==> src/rtl/udp_pixel_framer_if.sv <==
// Byte-stream and FIFO read-port bundle between the pixel FIFO, the framer and the UDP transmit engine.
// master = framer side, slave = FIFO/transmit side.
interface udp_pixel_framer_if;
  logic        enable;
  logic [10:0] fifo_rnum;
  logic        fifo_rd_en;
  logic [7:0]  fifo_rd_data;
  logic [7:0]  tx_data;
  logic        tx_valid;
  logic        tx_sop;
  logic        tx_eop;
  logic        tx_ready;
  logic        busy;

  modport master (
    input  enable, fifo_rnum, fifo_rd_data, tx_ready,
    output fifo_rd_en, tx_data, tx_valid, tx_sop, tx_eop, busy
  );

  modport slave (
    output enable, fifo_rnum, fifo_rd_data, tx_ready,
    input  fifo_rd_en, tx_data, tx_valid, tx_sop, tx_eop, busy
  );
endinterface

==> src/rtl/udp_pixel_framer.sv <==
// Frames buffered pixel bytes into packets: 4-byte (frame_id, pkt_id) header, PAYLOAD_BYTES of FIFO
// data through a 2-entry skid buffer, then a forced idle gap.
module udp_pixel_framer #(
  parameter int PAYLOAD_BYTES = 960,
  parameter int FRAME_PKTS    = 160,
  parameter int GAP_CYCLES    = 12
) (
  input  logic               clk,
  input  logic               rst,
  udp_pixel_framer_if.master bus
);

  localparam logic [10:0] PAY_N    = 11'(PAYLOAD_BYTES);
  localparam logic [10:0] PAY_LAST = 11'(PAYLOAD_BYTES - 1);
  localparam logic [15:0] PKT_LAST = 16'(FRAME_PKTS - 1);
  localparam logic [15:0] GAP_LAST = 16'(GAP_CYCLES - 1);

  typedef enum logic [1:0] {S_IDLE, S_HDR, S_PAY, S_GAP} state_t;

  state_t      r_state;
  state_t      w_state_next;
  logic [1:0]  r_hdr_idx;
  logic [10:0] r_req_cnt;
  logic [10:0] r_pay_idx;
  logic [15:0] r_gap_cnt;
  logic [15:0] r_frame_id;
  logic [15:0] r_pkt_id;
  logic [1:0]  r_buf_cnt;
  logic        r_inflight;
  logic        r_busy;

  logic [7:0]  w_buf [2];
  logic [7:0]  w_hdr_byte;
  logic [7:0]  w_tx_data;
  logic        w_tx_valid;
  logic        w_tx_sop;
  logic        w_tx_eop;
  logic        w_rd_en;
  logic        w_pop;
  logic        w_hdr_fire;
  logic [1:0]  w_occ;
  logic [1:0]  w_wr_pos;

  always_comb begin
    case (r_hdr_idx)
      2'd0:    w_hdr_byte = r_frame_id[15:8];
      2'd1:    w_hdr_byte = r_frame_id[7:0];
      2'd2:    w_hdr_byte = r_pkt_id[15:8];
      default: w_hdr_byte = r_pkt_id[7:0];
    endcase
  end

  always_comb begin
    w_state_next = r_state;
    w_tx_valid   = 1'b0;
    w_tx_data    = 8'h00;
    w_tx_sop     = 1'b0;
    w_tx_eop     = 1'b0;
    w_rd_en      = 1'b0;
    w_pop        = 1'b0;
    w_hdr_fire   = 1'b0;
    w_occ        = 2'd0;
    case (r_state)
      S_IDLE: begin
        if (bus.enable && (bus.fifo_rnum >= PAY_N)) w_state_next = S_HDR;
      end
      S_HDR: begin
        w_tx_valid = 1'b1;
        w_tx_data  = w_hdr_byte;
        w_tx_sop   = (r_hdr_idx == 2'd0);
        w_hdr_fire = bus.tx_ready;
        if (bus.tx_ready && (r_hdr_idx == 2'd3)) w_state_next = S_PAY;
      end
      S_PAY: begin
        w_tx_valid = (r_buf_cnt != 2'd0);
        w_tx_data  = w_tx_valid ? w_buf[0] : 8'h00;
        w_tx_eop   = w_tx_valid && (r_pay_idx == PAY_LAST);
        w_pop      = w_tx_valid && bus.tx_ready;
        if (w_pop && (r_pay_idx == PAY_LAST)) w_state_next = S_GAP;
      end
      S_GAP: begin
        if (r_gap_cnt == GAP_LAST) w_state_next = S_IDLE;
      end
    endcase
    // Occupancy counts the byte leaving this cycle so a new read can replace it: no bubbles at full rate.
    w_occ = r_buf_cnt + {1'b0, r_inflight} - {1'b0, w_pop};
    if ((r_state == S_HDR || r_state == S_PAY) && (r_req_cnt < PAY_N) && (w_occ < 2'd2))
      w_rd_en = 1'b1;
  end

  assign w_wr_pos = r_buf_cnt - {1'b0, w_pop};

  generate
    for (genvar gi = 0; gi < 2; gi++) begin : g_buf
      logic [7:0] r_entry;
      always_ff @(posedge clk or posedge rst) begin
        if (rst) begin
          r_entry <= 8'h00;
        end else if (r_inflight && (w_wr_pos == 2'(gi))) begin
          r_entry <= bus.fifo_rd_data;
        end else if (w_pop && (gi == 0)) begin
          r_entry <= w_buf[1];
        end
      end
      assign w_buf[gi] = r_entry;
    end
  endgenerate

  always_ff @(posedge clk or posedge rst) begin
    if (rst) begin
      r_state    <= S_IDLE;
      r_hdr_idx  <= 2'd0;
      r_req_cnt  <= 11'd0;
      r_pay_idx  <= 11'd0;
      r_gap_cnt  <= 16'd0;
      r_frame_id <= 16'd0;
      r_pkt_id   <= 16'd0;
      r_buf_cnt  <= 2'd0;
      r_inflight <= 1'b0;
      r_busy     <= 1'b0;
    end else begin
      r_state    <= w_state_next;
      r_busy     <= (w_state_next != S_IDLE);
      r_inflight <= w_rd_en;
      r_buf_cnt  <= r_buf_cnt + {1'b0, r_inflight} - {1'b0, w_pop};
      if (r_state == S_IDLE) r_req_cnt <= 11'd0;
      else if (w_rd_en)      r_req_cnt <= r_req_cnt + 11'd1;
      case (r_state)
        S_IDLE: begin
          r_hdr_idx <= 2'd0;
          r_pay_idx <= 11'd0;
          r_gap_cnt <= 16'd0;
          if (!bus.enable) begin
            r_frame_id <= 16'd0;
            r_pkt_id   <= 16'd0;
          end
        end
        S_HDR: begin
          if (w_hdr_fire) r_hdr_idx <= r_hdr_idx + 2'd1;
        end
        S_PAY: begin
          if (w_pop) begin
            r_pay_idx <= r_pay_idx + 11'd1;
            if (r_pay_idx == PAY_LAST) begin
              if (r_pkt_id == PKT_LAST) begin
                r_pkt_id   <= 16'd0;
                r_frame_id <= r_frame_id + 16'd1;
              end else begin
                r_pkt_id <= r_pkt_id + 16'd1;
              end
            end
          end
        end
        S_GAP: begin
          r_gap_cnt <= r_gap_cnt + 16'd1;
        end
      endcase
    end
  end

  assign bus.fifo_rd_en = w_rd_en;
  assign bus.tx_data    = w_tx_data;
  assign bus.tx_valid   = w_tx_valid;
  assign bus.tx_sop     = w_tx_sop;
  assign bus.tx_eop     = w_tx_eop;
  assign bus.busy       = r_busy;

endmodule
==> src/flat_wrapper.sv <==
// flat-port wrapper written by rule: the top's interface ports become plain ports
module udp_pixel_framer_flat 
#(
  parameter int PAYLOAD_BYTES = 960,
  parameter int FRAME_PKTS    = 160,
  parameter int GAP_CYCLES    = 12
)
  (clk, rst, bus_enable, bus_fifo_rnum, bus_fifo_rd_data, bus_tx_ready, bus_fifo_rd_en, bus_tx_data, bus_tx_valid, bus_tx_sop, bus_tx_eop, bus_busy);
  udp_pixel_framer_if bus_i ();
  input  logic clk;
  input  logic rst;
  input wire logic [$bits(bus_i.enable)-1:0] bus_enable;
  input wire logic [$bits(bus_i.fifo_rnum)-1:0] bus_fifo_rnum;
  input wire logic [$bits(bus_i.fifo_rd_data)-1:0] bus_fifo_rd_data;
  input wire logic [$bits(bus_i.tx_ready)-1:0] bus_tx_ready;
  output wire logic [$bits(bus_i.fifo_rd_en)-1:0] bus_fifo_rd_en;
  output wire logic [$bits(bus_i.tx_data)-1:0] bus_tx_data;
  output wire logic [$bits(bus_i.tx_valid)-1:0] bus_tx_valid;
  output wire logic [$bits(bus_i.tx_sop)-1:0] bus_tx_sop;
  output wire logic [$bits(bus_i.tx_eop)-1:0] bus_tx_eop;
  output wire logic [$bits(bus_i.busy)-1:0] bus_busy;
  assign bus_i.enable = bus_enable;
  assign bus_i.fifo_rnum = bus_fifo_rnum;
  assign bus_i.fifo_rd_data = bus_fifo_rd_data;
  assign bus_i.tx_ready = bus_tx_ready;
  assign bus_fifo_rd_en = bus_i.fifo_rd_en;
  assign bus_tx_data = bus_i.tx_data;
  assign bus_tx_valid = bus_i.tx_valid;
  assign bus_tx_sop = bus_i.tx_sop;
  assign bus_tx_eop = bus_i.tx_eop;
  assign bus_busy = bus_i.busy;
  udp_pixel_framer #(.PAYLOAD_BYTES(PAYLOAD_BYTES), .FRAME_PKTS(FRAME_PKTS), .GAP_CYCLES(GAP_CYCLES)) u_core (.clk(clk), .rst(rst), .bus(bus_i));
endmodule
==> config.mk <==
export PLATFORM = sky130hd
export DESIGN_NAME = udp_pixel_framer_flat
export DESIGN_NICKNAME = d
export VERILOG_FILES = /design/src/rtl/udp_pixel_framer_if.sv /design/src/rtl/udp_pixel_framer.sv /design/src/flat_wrapper.sv
export SDC_FILE = /design/constraint.sdc
export NUM_CORES = 1
export LEC_CHECK = 0
export ABC_AREA = 1
export BUFFER_PORTS_ARGS = -buffer_cell sky130_fd_sc_hd__buf_2
export CAP_MARGIN = 20
export CORE_ASPECT_RATIO = 1.2
export CORE_MARGIN = 3
export CORE_UTILIZATION = 37
export CTS_CLUSTER_SIZE = 24
export DETAILED_ROUTE_END_ITERATION = 6
export PLACE_DENSITY = 0.56
export SYNTH_ARGS = -nofsm -noshare
export SYNTH_HDL_FRONTEND = slang
export SYNTH_SLANG_ARGS = --single-unit
==> constraint.sdc <==
create_clock -name clk -period 5.2 [get_ports clk]
set_input_delay 0.52 -clock clk [delete_from_list [all_inputs] [get_ports clk]]
set_output_delay 0.52 -clock clk [all_outputs]
set_load 0.02 [all_outputs]
# [Yosys cells after proc, flatten, opt, wreduce, memory -nomap -nowiden]
# Index checks and enable logic that the tools add are counted.
[totals] out_inout_bits=13 wordCells=95 input_bits=23 reg_bits=94
[op_classes] reduce_logical=24 n_eq_ne=15 mux=32 add_sub_neg=9 magnitude_cmp=3
[op_table] op="$mux W16" n=7
[op_table] op="$pmux W16 S2" n=3
[op_table] op="$add A16 B1 Y16 const B" n=3
[op_table] op="$mux W11" n=3
[op_table] op="$mux W8" n=3
[op_table] op="$pmux W8 S3" n=1
[op_table] op="$add A11 B1 Y11 const B" n=2
[op_table] op="$pmux W11 S2" n=1
[op_table] op="$eq A16 B4 Y1 const B" n=1
[op_table] op="$eq A16 B8 Y1 const B" n=1
[op_table] op="$pmux W8 S2" n=1
[op_table] op="$reduce_bool A2 Y1" n=7
[op_table] op="$eq A11 B10 Y1 const B" n=1
[op_table] op="$ge A11 B10 Y1 const B" n=1
[op_table] op="$lt A11 B10 Y1 const B" n=1
[op_table] op="$mux W2" n=5
[op_table] op="$logic_and A1 B1 Y1" n=9
[op_table] op="$eq A2 B2 Y1 const B" n=4
[op_table] op="$pmux W2 S4" n=1
[op_table] op="$eq A2 B1 Y1 const B" n=3
[op_table] op="$logic_not A2 Y1" n=3
[op_table] op="$ne A2 B1 Y1 const B" n=3
[op_table] op="$mux W1" n=5
[op_table] op="$reduce_and A5 Y1" n=1
[op_table] op="10 further kinds" n=13

# [Logic depth before layout (Yosys ltp)]
# Gate-level depths: netlist (run 1).
[depth] word_depth=9 mapped_depth=15 depth_no_buf=13

# [Worst setup path before layout (run 1)]
# No wires, ideal clock.
[synth_path] kind="flip-flop to output port" start="register u_core.r_state[0]" end="output port bus_fifo_rd_en" n_path_buf=2 arrival_ps=2408 stages_incl_launch_ff=13 t_required_ps=4680 setup_slack_ps=2272 path_cell_list="dfrtp_1 > inv_1 > ha_1 > o21ai_0 > nor2_1 > clkbuf_1 > ha_1 > inv_1 > ha_1 > xor2_1 > nand2_1 > buf_2 > inv_1"
[synth_via] elab_chain_len=6 word_cells_on_any_way=9 cone_classes="1 x add/sub; 1 x order compare; 2 x eq/ne; 2 x mux; 3 x reduce/logical"
[synth_lines] item="from (decl)" line="udp_pixel_framer.sv:20" text="state_t r_state;"
[synth_lines] item="from (signal assigned)" line="udp_pixel_framer.sv:122" text="r_state <= w_state_next;"
[synth_lines] item="$eq A2 B2 Y1" line="udp_pixel_framer.sv:63, udp_pixel_framer.sv:87"
[synth_lines] item="$mux W1" line="udp_pixel_framer.sv:63" text="case (r_state)"
[synth_lines] item="$sub A2 B1 Y2" line="udp_pixel_framer.sv:86" text="w_occ = r_buf_cnt + {1'b0, r_inflight} - {1'b0, w_pop};"
[synth_lines] item="$lt A2 B2 Y1" line="udp_pixel_framer.sv:87" text="if ((r_state == S_HDR || r_state == S_PAY) && (r_req_cnt < PAY_N) && (w_occ < 2'd2))"
[synth_lines] item="$logic_and A1 B1 Y1 (*)" line="udp_pixel_framer.sv:87"
[synth_lines] item="$mux W1 (*)" line="udp_pixel_framer.sv:87"
[synth_lines] item="to (decl)" line="flat_wrapper.sv:16" text="output wire logic [$bits(bus_i.fifo_rd_en)-1:0] bus_fifo_rd_en;"
# Every way passes the cells marked *; elsewhere a longest branch is shown, timed or not.

# [Final worst setup path (run 1)]
# Same ends and word-level chain as after synthesis.

==> results.md, run 1 <==
- Ys async rst share: 100%
- Synth unique cells: 33
- Syn avg cell area: 6.99 um2
- Die Footprint: 17400 um2
- DR vias: 5272
- Adder-cell area share of the yosys netlist: 3.41%
- Worst Skew: 0.00879 ns
- Setup crit start kind: register
- Setup bufs post-CTS: 0
- DIE HEIGHT: 144 um
- Root Driver: clkbuf_16
- Logic pwr share: 39.6%
- Sw Pwr: 1.17 mW
- Mapped cell area: 5860 um2
- Worst-path cell chain: inv_1 > ha_1 > o21ai_0 > nor2_1 > buf_4 > ha_1 > inv_1 > ha_1 > xor2_1 > nand2_1 > inv_1 > buf_2
- WP data arrival: 2.87 ns
- Register area share after synthesis: 40.1%
- CP max stage cell: dfrtp_1
- Main combinational cell family by area after synthesis: simple AND/OR/NAND/NOR gates
- Ant diodes: 0
- Layout cells sized above 1: 6.36%
- CTS H-Tree Depth: 3
- Placed Cells incl. Taps: 1053
- CTS buffer count: 9
- WL final: 14.6 mm
- Max Cap Viol: 0
- RSZ-0062 raised after global routing: false
- Clock power frac: 24.6%
- Hold Path Class: in2async
- Area contributors post-synth: dfrtp_1 (40%), nand2_1 (16%), nand3_1 (6.7%)
- CTS tree: built
- DRT antenna net count: 0
- Top FF cell, synth: dfrtp_1
- Post-synth EDFFs: 0
- Max Clk Rate: 0.295 GHz
- WP data required: 4.68 ns
- Power, Total: 2.66 mW
- First-pass GRT wire length: 25.0 mm
- Seq pwr share: 35.8%
- Outcome: finished clean
- Internal power: 1.49 mW
- DR DRC count: 0
- Vias in the first global route: 5112
- Commonest cells after routing, fill and taps aside: nand2_1 (252), nor2_1 (101), inv_1 (94), dfrtp_1 (94), nand3_1 (78)
- Least-Margin Pin Slew: 0.840 ns
- Via density: 4.93
- Yosys top cell area share: 40.1%
- Clk slew on worst S/H paths: 0.06 ns
- Antenna violations before repair: 0
- Layout area overhead: 10.4%
- GR Util All Layers: 18.1%
- Post-layout util: 42.4%
- Max incr delay on CP: 0.40 ns
- Max-slew headroom: 43.8%
- Final setup vio count: 0
- CORE AREA: 15300 um2
- Hpwl dp: 10.8 mm
- Critical path fanouts, max: 14
- Longest Clk Path Bufs: 2
- Max-slew violations: 0
- Cell Pwr Density: 411 nW/um2
- Largest net degree at the start of global routing: 56
- Commonest non-fill, non-tap cell in the layout: nand2_1
- Multiplexer share of the synthesized area: 0%
- Delay-heaviest family, CP: buffers and inverters
- Core Rows: 49
- Buf/Inv on CP: 5
- Gate Count Post-Synth: 839
- Worst-Skew Late Latency: 0.36 ns
- Final period utilization: 65.1%
- Sink Count: 94
- Final non-filler cell total: 1069
- Tmin final: 3.39 ns
- Setup Crit Path Kind: reg2out
- Post-synthesis simple-gate area fraction: 35.5%
- Nets: 899
- Initial Util: 38.4%
- Setup TNS: 0 ns
- I/O pin count: 36
- Buffers on Ports: 29
- Remaining global-route overflow: 0
- Wire per inst: 13.7 um
- Drt first pass iters: 4
- Worst VDD drop: 0.210 mV
- Iter 0 DRT Violations: 331
- Synthesized Nets: 878
- Hold Buf Count CTS: 0
- P_leak: 3.07 nW
- Area leader, netlist: dfrtp_1
- PostCTS Resize Cnt: 0
- Die X: 121 um
- Post-Synth XOR/XNOR Area: 3.14%
- Routability cong.: 0.880
- Net Sw Frac: 43.9%
- #FFs+latches synth: 94
- Crit end category: output port
- Compound-cell area share of the yosys netlist: 9.86%
- Final hold viol count: 0
- Synth warn: 0
-- power by group through the flow --
stage                     logic, mW  registers, mW  clock network [mW]
after global routing           1.21          0.968               0.704
after detailed placement       1.07          0.966                   0
after CTS                      1.07          0.952               0.678
final                          1.05          0.952               0.655
after floorplan               0.814          0.940                   0
after global placement         1.06          0.963                   0
-- through the flow --
step                      area [um2]  hold WS [ns]  setup slack, ns
after floorplan                 5860         0.454             2.23
after global placement          6190         0.469             2.17
after detailed placement        6190         0.475             2.19
after CTS                       6470         0.307             1.79
after global routing            6470         0.339             1.53
final                           6470         0.270             1.81
-- routing by layer --
layer	GRT usage [%]	routed length, um	vias to the layer above
li1	-	-	2758
met1	22.7	6880	2448
met2	31.4	7300	51
met3	2.91	250	15
met4	6.44	194	0
met5	0	0	-
-- Yosys cell counts, types with 2 or more instances --
master and count:
nand4_1 25, nor2_1 101, o21ai_0 44, nand2_1 252, nor3b_1 3, nor3_1 14
a21oi_1 37, inv_2 2, and3_1 4, buf_2 4, o211ai_1 14, xnor2_1 4
nand2_2 2, inv_1 95, o221ai_1 5, xor2_1 17, buf_4 2, clkbuf_1 12
buf_1 3, dfrtp_1 94, ha_1 16, nand3_1 78
-- worst paths after layout --
check                                           from                          to  slack (ns)  cells past startpoint
worst max-delay path               u_core.r_state[0]              bus_fifo_rd_en        1.81                     12
min in group clk                 bus_fifo_rd_data[1]  u_core.g_buf[1].r_entry[1]        0.44                      3
max in group asynchronous                        rst         u_core.r_pkt_id[11]        3.90                      3
worst min-delay path                             rst         u_core.r_req_cnt[5]        0.27                      2
worst max register to register     u_core.r_state[0]       u_core.r_frame_id[11]        2.21                     12
worst min register to register  u_core.r_req_cnt[10]        u_core.r_req_cnt[10]        0.49                      2
-- layout make-up --
type,count,area [um2]
well taps,204,255
clock inverters,4,47.5
multi-input cells,626,3040
flip-flops and latches,94,2350
repair buffers,32,168
fillers,1590,8800
clock buffers,12,236
inverters,97,367
-- logic make-up (layout without fill, tap and decap cells) --
kind of cell,Yosys count,in the layout
AND/OR/NAND/NOR,486,486
AO/OA/AOI/OAI,103,103
XOR/XNOR,21,21
buffers and inverters,119,145
flip-flops,94,94
adder cells (fa/ha/maj),16,16
-- state kept, by name (all words and copies together) (netlist names), 2 cells and up --
signal	cells
u_core.r_hdr_idx	2
u_core.g_buf.r_entry	16
u_core.r_state	2
u_core.r_req_cnt	11
u_core.r_frame_id	16
u_core.r_pay_idx	11
u_core.r_pkt_id	16
u_core.r_gap_cnt	16
u_core.r_buf_cnt	2
(Power assumes the default switching activity.)
==> run 2, diff against run 1 <==
clock period = 3.5 ns   (was 5.2 ns; I/O delays follow)
==> results.md, run 2 (synthesized netlist as in run 1, its figures left out) <==
- DR WL met2: 7.34 mm
- Setup Crit Path Kind: reg2out
- CTS tree: built
- Sink Count: 94
- Core Rows: 49
- Longest Clk Path Bufs: 2
- Layout cells sized above 1: 7.13%
- Final hold viol count: 0
- Top sig layer: met4
- Least-Margin Pin Slew: 0.834 ns
- Vias in the first global route: 5259
- Met3 Wirelength: 346 um
- I/O pin count: 36
- Iter 0 DRT Violations: 370
- Worst-Skew Late Latency: 0.34 ns
- Setup crit start kind: register
- Setup TNS: 0 ns
- WP data required: 3.15 ns
- GR Util All Layers: 18.4%
- Final period utilization: 83.1%
- # fillers: 1589
- Worst Skew: 0.00466 ns
- DRT antenna net count: 0
- Max Clk Rate: 0.344 GHz
- Max-slew headroom: 44.3%
- Max Cap Viol: 0
- Routability cong.: 0.880
- CORE AREA: 15300 um2
- CTS buffer count: 9
- Outcome: finished clean
- Hold Path Class: in2async
- CTS H-Tree Depth: 3
- DIE HEIGHT: 144 um
- CP max stage cell: dfrtp_1
- Drt first pass iters: 5
- Layout area overhead: 11.0%
- Ant diodes: 0
- RSZ-0062 raised after global routing: false
- Fin Hold WS: 0.161 ns
- Nets: 905
- Hpwl dp: 10.9 mm
- WP data arrival: 2.56 ns
- Die X: 121 um
- Setup bufs post-CTS: 0
- Initial Util: 38.4%
- Post-DP Area: 6230 um2
- Commonest cells after routing, fill and taps aside: nand2_1 (252), nor2_1 (101), inv_1 (94), dfrtp_1 (94), nand3_1 (78)
- PostCTS Resize Cnt: 0
- Critical path fanouts, max: 11
- Final setup vio count: 0
- Tmin final: 2.91 ns
- Crit end category: output port
- Commonest non-fill, non-tap cell in the layout: nand2_1
- DR DRC count: 0
- Max incr delay on CP: 0.40 ns
- Worst-path cell chain: inv_1 > ha_1 > o21ai_0 > nor2_1 > ha_1 > inv_1 > ha_1 > xor2_1 > nand2_1 > buf_4 > inv_1 > buf_2
- Clk slew on worst S/H paths: 0.06 ns
- WL final: 14.8 mm
- Max-slew violations: 0
- Antenna violations before repair: 0
- Final instance area: 6510 um2
- Remaining global-route overflow: 0
- First-pass GRT wire length: 25.7 mm
- Die Footprint: 17400 um2
- Root Driver: clkbuf_16
- P_leak: 3.09 nW
- DR vias: 5267
- Hold Buf Count CTS: 0
- Worst VDD drop: 0.379 mV
- Wire per inst: 13.8 um
- Buffers on Ports: 29
- Cell Pwr Density: 612 nW/um2
- Largest net degree at the start of global routing: 60
- M1 WL: 6.78 mm
- Via density: 4.90
==> run 2: cell count changes in the layout (fill, tap and decap cells not counted) <==
cell / before / now
buf_4: 3 / 9
clkbuf_1: 3 / 1
clkbuf_8: 0 / 2
bufinv_16: 1 / 0
clkinv_2: 2 / 1
clkinvlp_4: 1 / 2
==> run 2: critical path: cells and delay by family (launching register included) <==
family / cells / cell delay (ns)
xor+xnor: 1 / 0.18
simple gates: 2 / 0.22
buf+inv: 5 / 0.72
flops: 1 / 0.40
fa+ha+maj: 3 / 0.59
compound gates: 1 / 0.10
==> run 2: worst paths after layout <==
check | from | to | slack [ns] | depth (start not counted)
max | u_core.r_state[0] | bus_fifo_rd_en | 0.59 | 12
min | rst | u_core.r_req_cnt[5] | 0.16 | 2
max reg2reg | u_core.r_state[0] | u_core.r_frame_id[13] | 0.94 | 12
min reg2reg | u_core.g_buf[1].r_entry[3] | u_core.g_buf[1].r_entry[3] | 0.49 | 2
max in group asynchronous | rst | u_core.r_frame_id[10] | 2.57 | 3
min in group clk | bus_fifo_rd_data[5] | u_core.g_buf[1].r_entry[5] | 0.29 | 3
==> run 2: metal layers <==
layer  GRT usage (%)  vias to the layer above
met2            32.2                       64
met3            2.68                       20
met1            22.7                     2419
met5               0                        -
li1                -                     2764
met4            7.40                        0
==> run 2: power by group <==
group / switching, mW / internal, mW
clock network: 0.416 / 0.516
logic: 1.18 / 0.452
registers: 0.155 / 1.26
==> run 2: layout make-up <==
type / instances / area, um2 / area share, %
Inverter: 97 / 367 / 5.63
Sequential cell: 94 / 2350 / 36.1
Clock inverter: 3 / 20.0 / 0.308
Clock buffer: 12 / 256 / 3.94
Tap cell: 204 / 255 / 3.92
Timing Repair Buffer: 38 / 213 / 3.27
Multi-Input combinational cell: 626 / 3040 / 46.8
==> run 2: through the flow <==
stage | instances | power [mW] | setup slack, ns | utilization, %
global route | 1074 | 4.32 | 0.362 | 42.6
finish | 1074 | 3.98 | 0.593 | 42.6
global placement | 1059 | 3.09 | 0.961 | 40.8
floorplan | 839 | 2.61 | 0.701 | -
detailed placement | 1059 | 3.09 | 0.941 | 40.8
CTS | 1074 | 4.05 | 0.566 | 42.6
==> run 3, diff against run 2 <==
PLACE_DENSITY = 0.58   (was 0.56)
clock period = 2.4 ns   (was 3.5 ns; I/O delays follow)
==> results.md, run 3 (synthesized netlist as in run 1, its figures left out) <==
- Vias in the first global route: 5079
- Crit end category: output port
- Layout cells sized above 1: 10.5%
- Power, Total: 6.40 mW
- Die Footprint: 17400 um2
- CORE AREA: 15300 um2
- Remaining global-route overflow: 0
- RSZ-0062 raised after global routing: false
- Root Driver: clkbuf_16
- Ant diodes: 0
- Cell Pwr Density: 946 nW/um2
- CTS buffer count: 9
- Routability cong.: 0.862
- Final non-filler cell total: 1089
- WP data required: 2.16 ns
- Nets: 919
- Iter 0 DRT Violations: 325
- Setup TNS: 0 ns
- DIE HEIGHT: 144 um
- DR vias: 5316
- GR Util All Layers: 17.5%
- Max-slew violations: 0
- Pre-CTS setup slack: 0.0213 ns
- Buffers on Ports: 29
- Hold Path Class: in2async
- WL final: 14.4 mm
- Antenna violations before repair: 0
- Max-slew headroom: 64.8%
- WP data arrival: 2.11 ns
- DR DRC count: 0
- Hpwl dp: 10.5 mm
- Reg2reg start: u_core.r_state[0]
- CTS H-Tree Depth: 3
- Worst VDD drop: 0.632 mV
- R2r endpoint: u_core.r_req_cnt[8]
- R2R depth: 12
- Layout area overhead: 15.4%
- Initial Util: 38.4%
- Setup Crit Path Kind: reg2out
- Drt first pass iters: 5
- Die X: 121 um
- Sink Count: 94
- Worst Skew: 0.00685 ns
- Max Clk Rate: 0.425 GHz
- Via density: 4.88
- Worst-Skew Late Latency: 0.35 ns
- Final hold viol count: 0
- Commonest non-fill, non-tap cell in the layout: nand2_1
- Clk slew on worst S/H paths: 0.07 ns
- Least-Margin Pin Slew: 0.526 ns
- Hold Buf Count CTS: 0
- Setup crit start kind: register
- Longest Clk Path Bufs: 2
- Final setup vio count: 0
- Placed Cells incl. Taps: 1065
- Commonest cells after routing, fill and taps aside: nand2_1 (251), nor2_1 (100), dfrtp_1 (94)
- Max Cap Viol: 0
- P_leak: 3.18 nW
- Largest net degree at the start of global routing: 95
- Wire per inst: 13.2 um
- CTS tree: built
- Fin Hold WS: 0.0287 ns
- I/O pin count: 36
- R2r setup slk: 0.27 ns
- Final period utilization: 98.1%
- Critical path fanouts, max: 17
- Tmin final: 2.35 ns
- Core Rows: 49
- Final worst slack: 0.0466 ns
- Outcome: finished clean
- DRT antenna net count: 0
- First-pass GRT wire length: 24.4 mm
## run 3: area by class of cell
cell class	count	area, um2
fillers	1579	8500
multi-input cells	626	3120
flip-flops and latches	94	2350
inverters	97	373
repair buffers	52	337
well taps	204	255
clock buffers	10	239
clock inverters	6	85.1
## run 3: metal layers
layer	wire, um	vias to the layer above	track usage [%]
met1	6600	2443	21.6
met2	7200	62	31.2
li1	-	2793	-
met5	0	-	0
met4	278	0	6.68
met3	346	18	2.32
## run 3: repair_timing
action	CTS	global route
buffers inserted	8	0
gates resized for setup	11	9
endpoints found under the setup margin	3	10
pin swaps	3	3
## run 3: per-stage QoR
step,utilization [%],instance area (um2)
after floorplan,-,5880
after global placement,41.2,6290
after detailed placement,41.2,6290
after CTS,44.0,6720
after global routing,44.3,6760
final,44.3,6760
## run 3: power by group
group          switching [mW]  total [mW]  internal [mW]
clock network           0.638        1.58          0.938
registers               0.228        2.07           1.84
logic                    1.83        2.76          0.926
## run 3: critical path, stage by stage (launching register included)
cell and delay (ns):
dfrtp_1 0.39, buf_4 0.15, inv_1 0.06, ha_2 0.39, inv_2 0.09, buf_4 0.21
a21oi_1 0.23, buf_2 0.21
## run 3: how the worst max path moves through the flow
stage                      start                  end  slack [ns]  cells after the start
2_1_floorplan  u_core.r_state[0]       bus_fifo_rd_en        0.01                     12
3_3_place_gp   u_core.r_state[0]  u_core.r_req_cnt[8]        0.09                     11
3_5_place_dp   u_core.r_state[0]  u_core.r_req_cnt[8]        0.02                     11
4_1_cts        u_core.r_state[0]       bus_fifo_rd_en       0.004                     11
5_1_grt        u_core.r_state[1]       bus_fifo_rd_en       0.006                      8
6_report       u_core.r_state[1]       bus_tx_data[1]        0.05                      7
